===== src/rtl/ahb_lite_arbiter_2m.sv =====
// ahb_lite_arbiter_2m: two-master AHB-Lite arbiter, grant handover only at hready boundaries outside bursts
// Ports: hclk/hresetn (async active-low); hbusreq_mN in / hgrant_mN out per master;
//   haddr/htrans/hwrite/hsize/hburst/hwdata_mN master buses in; haddr/htrans/hwrite/hsize/hburst/hwdata slave bus out;
//   hready/hresp/hrdata from slave, broadcast unchanged as hready_m/hresp_m/hrdata_m; amaster = address-phase owner.
// Define AHB_ARB_RR_EN for round-robin on contention; undefined gives fixed priority to M0.
module ahb_lite_arbiter_2m #(
  parameter int ADDR_W = 32,
  parameter int DATA_W = 32
) (
  input  logic              hclk,
  input  logic              hresetn,
  input  logic              hbusreq_m0,
  input  logic              hbusreq_m1,
  output logic              hgrant_m0,
  output logic              hgrant_m1,
  input  logic [ADDR_W-1:0] haddr_m0,
  input  logic [ADDR_W-1:0] haddr_m1,
  input  logic [1:0]        htrans_m0,
  input  logic [1:0]        htrans_m1,
  input  logic              hwrite_m0,
  input  logic              hwrite_m1,
  input  logic [2:0]        hsize_m0,
  input  logic [2:0]        hsize_m1,
  input  logic [2:0]        hburst_m0,
  input  logic [2:0]        hburst_m1,
  input  logic [DATA_W-1:0] hwdata_m0,
  input  logic [DATA_W-1:0] hwdata_m1,
  output logic [ADDR_W-1:0] haddr,
  output logic [1:0]        htrans,
  output logic              hwrite,
  output logic [2:0]        hsize,
  output logic [2:0]        hburst,
  output logic [DATA_W-1:0] hwdata,
  input  logic              hready,
  input  logic [1:0]        hresp,
  input  logic [DATA_W-1:0] hrdata,
  output logic              hready_m,
  output logic [1:0]        hresp_m,
  output logic [DATA_W-1:0] hrdata_m,
  output logic              amaster
);
  logic       r_gnt, r_amaster, r_dmaster;
  logic       w_arb, w_pick, w_gnt_nxt;
  logic [1:0] w_trans_a;
  logic [2:0] w_burst_a;
  // Re-arbitrate only when the address-phase owner is idle or issuing a single beat,
  // so a burst in flight always keeps the bus.
  always_comb begin
    w_trans_a = r_amaster ? htrans_m1 : htrans_m0;
    w_burst_a = r_amaster ? hburst_m1 : hburst_m0;
    w_arb     = hready && (w_trans_a == 2'b00 || (w_trans_a == 2'b10 && w_burst_a == 3'b000));
    w_gnt_nxt = !w_arb ? r_gnt :
                (hbusreq_m0 && hbusreq_m1) ? w_pick :
                hbusreq_m0 ? 1'b0 :
                hbusreq_m1 ? 1'b1 : r_gnt;
  end
`ifdef AHB_ARB_RR_EN
  logic r_last;
  assign w_pick = ~r_last;
  // Track every decision driven by a request, even when gnt does not move,
  // so continuous contention still alternates.
  always_ff @(posedge hclk or negedge hresetn)
    if (!hresetn) r_last <= 1'b1;
    else if (w_arb && (hbusreq_m0 || hbusreq_m1)) r_last <= w_gnt_nxt;
`else
  assign w_pick = 1'b0;
`endif
  // Wait states freeze grant and both phase owners.
  always_ff @(posedge hclk or negedge hresetn)
    if (!hresetn) begin
      r_gnt     <= 1'b0;
      r_amaster <= 1'b0;
      r_dmaster <= 1'b0;
    end else if (hready) begin
      r_gnt     <= w_gnt_nxt;
      r_amaster <= r_gnt;
      r_dmaster <= r_amaster;
    end
  assign hgrant_m0 = ~r_gnt;
  assign hgrant_m1 = r_gnt;
  assign amaster   = r_amaster;
  assign haddr     = r_amaster ? haddr_m1  : haddr_m0;
  assign htrans    = r_amaster ? htrans_m1 : htrans_m0;
  assign hwrite    = r_amaster ? hwrite_m1 : hwrite_m0;
  assign hsize     = r_amaster ? hsize_m1  : hsize_m0;
  assign hburst    = r_amaster ? hburst_m1 : hburst_m0;
  assign hwdata    = r_dmaster ? hwdata_m1 : hwdata_m0;
  assign hready_m  = hready;
  assign hresp_m   = hresp;
  assign hrdata_m  = hrdata;
endmodule


===== config.mk =====
export PLATFORM = sky130hd
export DESIGN_NAME = ahb_lite_arbiter_2m
export DESIGN_NICKNAME = d
export VERILOG_FILES = /design/src/rtl/ahb_lite_arbiter_2m.sv
export SDC_FILE = /design/constraint.sdc
export NUM_CORES = 1
export LEC_CHECK = 0
export ABC_CLOCK_PERIOD_IN_PS = 2050
export CORE_AREA = 2 2 113 115
export CTS_BUF_LIST = sky130_fd_sc_hd__clkbuf_2
export DETAILED_ROUTE_END_ITERATION = 7
export DIE_AREA = 0 0 115 117
export MAX_ROUTING_LAYER = met4
export SETUP_SLACK_MARGIN = 0.05
export SLEW_MARGIN = 0
export SYNTH_ARGS = -nofsm -noshare
export SYNTH_HDL_FRONTEND = slang
export SYNTH_SLANG_ARGS = --single-unit

===== constraint.sdc =====
create_clock -name hclk -period 2.05 [get_ports hclk]
set_clock_uncertainty 0.2 [all_clocks]
set_input_delay 0.41 -clock hclk [delete_from_list [all_inputs] [get_ports hclk]]
set_output_delay 0.41 -clock hclk [all_outputs]
set_load 0.03 [all_outputs]

==> run summary <==
status - finished clean
drc violations - 0
Synth-to-Final Area Change - 200%
commonest non-fill, non-tap cell in the layout - clkdlybuf4s50_1
Avg Cell Area, Syn - 9.98 µm²
Filler Cell Count - 1274
Starting Density - 10.4%
Overflow after GRT - 0
# setup viols final - 0
vias per inst - 3.83
Post-CTS Hold Fix Bufs - 0
Tmin final - 2050 ps
Yosys cell types - 12
pre-CTS WS - -133 ps
total power - 4.24 mW
CTS tree - yes
via count - 1842
final wirelength - 7520 µm
Final Cell Area - 3840 µm²
metal3 WL - 976 µm
Critical Path Max Stage Delay - 460 ps
placed cell area - 3350 µm²
Cell Area, Synth - 1280 µm²
ANT cells - 0
Max-Cap Viols - 0
final worst slack - 2.70 ps
Max Used Layer - met4
Final period util - 99.9%
GPL Wtd Cong - 0.751
total CTS buffers - 3
DIE AREA - 13500 µm²
Worst slew margin - 77.3%
Hold Violations, Final - 0
Wirelength per Cell - 15.6 µm
Seq/Total Area, Yosys - 5.88%
syn_nets - 313
global-route usage over all layers - 9.88%
worst-case vdd ir drop - 0.000447 V
die width - 115 µm
M1 wire length - 2590 µm
first-pass GRT wire length - 9760 µm
Max Freq - 488 MHz
largest net degree at the start of global routing - 34
crit path cell chain - buf_12 > clkbuf_16 > mux2_4 > buf_12
clock tree buffer depth - 2
fin nets - 517
reg2reg path depth - 5
port bufs - 227
layout cell share with drive strength beyond 1 - 52.6%
PwrDens - 1100 nW/µm²
worst setup path category - reg2out
Slowest-stage cell, CP - dfrtp_2
Synth Instances - 128
vias in the first global route - 1947
Worst EP arrival - 1440 ps
Critical R2R Capture - hgrant_m1
DPL Wire Length - 5890 µm
CP Data Required Time - 1440 ps
most frequent cells in the layout - clkdlybuf4s50_1, buf_4, mux2_2, mux2_4, buf_6
startpoint class of the critical path - register
initial antenna violation count - 0
H-tree levels - 1
FF+latch count, synth - 3
Synth Warn # - 0
RSZ-0062 raised after global routing - true
Std-Cell Rows - 41
CTS sink cnt - 3
Antenna Nets Post-Route - 0
routed length on met2 - 3880 µm
CP most frequent cell - buf_12
origin of the critical flop-to-flop path - amaster
Setup Total Neg Slack - 0 ps
Core ar. - 12300 µm²
final slew viol count - 0
die height - 117 µm
initial drt markers - 35
R2R setup slack - 130 ps
Slew @ Worst Pin - 340 ps
Pre-antenna DRT Iters - 4
Hold Path Class - in2async
Worst Setup End Kind - primary output
clk slew on worst S/H paths - 40 ps
Top Ports - 296
Worst Path Max Fanout - 5
Root Driver - clkbuf_2
leakage power - 1.68 nW
Skew-Pair Late Insertion Delay - 200 ps
worst max path at each step:
| stage | start | end | slack (ps) | cells past startpoint |
|---|---|---|---|---|
| after floorplan | amaster | haddr[0] | -30 | 3 |
| after global placement | hburst_m1[0] | hgrant_m1 | -140 | 4 |
| after detailed placement | hburst_m1[0] | hgrant_m1 | -130 | 4 |
| after CTS | amaster | haddr[24] | -1 | 4 |
| after global routing | amaster | haddr[27] | -40 | 4 |
| final | amaster | haddr[27] | 3 | 4 |
per-layer routing:
layer	vias up	track usage (%)
met5	-	-
met4	0	1.53
met3	12	3.19
met2	173	19.5
met1	827	9.51
li1	830	-
power by group:
part	leakage [nW]	internal, mW	total (mW)	switching (mW)
clock	0.0166	0.0515	0.0834	0.0319
sequential	0.0332	0.0918	0.131	0.0395
combinational	1.63	2.15	4.02	1.88
total	1.68	2.29	4.24	1.95
critical path, delay by kind of cell (launching register included):
family                 cells  cell delay [ps]
buffers and inverters      3              460
multiplexers               1              310
flip-flops                 1              460
stage by stage:
stage | util, % | hold slack (ps) | std cells
after floorplan | - | -85.6 | 128
after global placement | 27.2 | 345 | 468
after detailed placement | 27.2 | 325 | 468
after CTS | 30.6 | 185 | 480
after global routing | 31.2 | 186 | 481
final | 31.2 | 202 | 481
cell type report:
cell class,count,area [µm²],area share [%]
clock buffer,4,20.0,0.522
inverter,1,3.75,0.0978
multi-input combinational,80,1030,27.0
sequential,3,76.3,1.99
tap,150,188,4.89
timing repair buffer,243,2510,65.5
synth_stat cells, drive strengths merged:
| cell type | instances | area share, % |
|---|---|---|
| inv | 1 | 0.29 |
| clkbuf | 6 | 1.8 |
| mux2i | 1 | 0.78 |
| a311oi | 1 | 1.2 |
| dfrtp | 3 | 5.9 |
| mux2 | 75 | 66 |
| buf | 38 | 22 |
| or4b | 1 | 0.78 |
| or4 | 1 | 0.59 |
| o21ai | 1 | 0.39 |
sequential cells by signal (all words and copies together), names as in the netlist:
signal     cells
amaster        1
hgrant_m1      1
r_dmaster      1
kinds of logic (layout without fill, tap and decap cells):
group           count (synthesis)  in the layout  share of synthesized area, %
buf+inv                        45            248                          24.3
mux                            76             76                          66.9
flops                           3              3                          5.88
compound gates                  2              2                          1.57
simple gates                    2              2                          1.37
timing repair:
action	CTS	global route
gates cloned	4	1
pin swaps	0	1
resized for setup	69	11
endpoints found under the setup margin	38	40
setup buffers	4	0
Note: power is estimated with default switching activity, not from simulation.
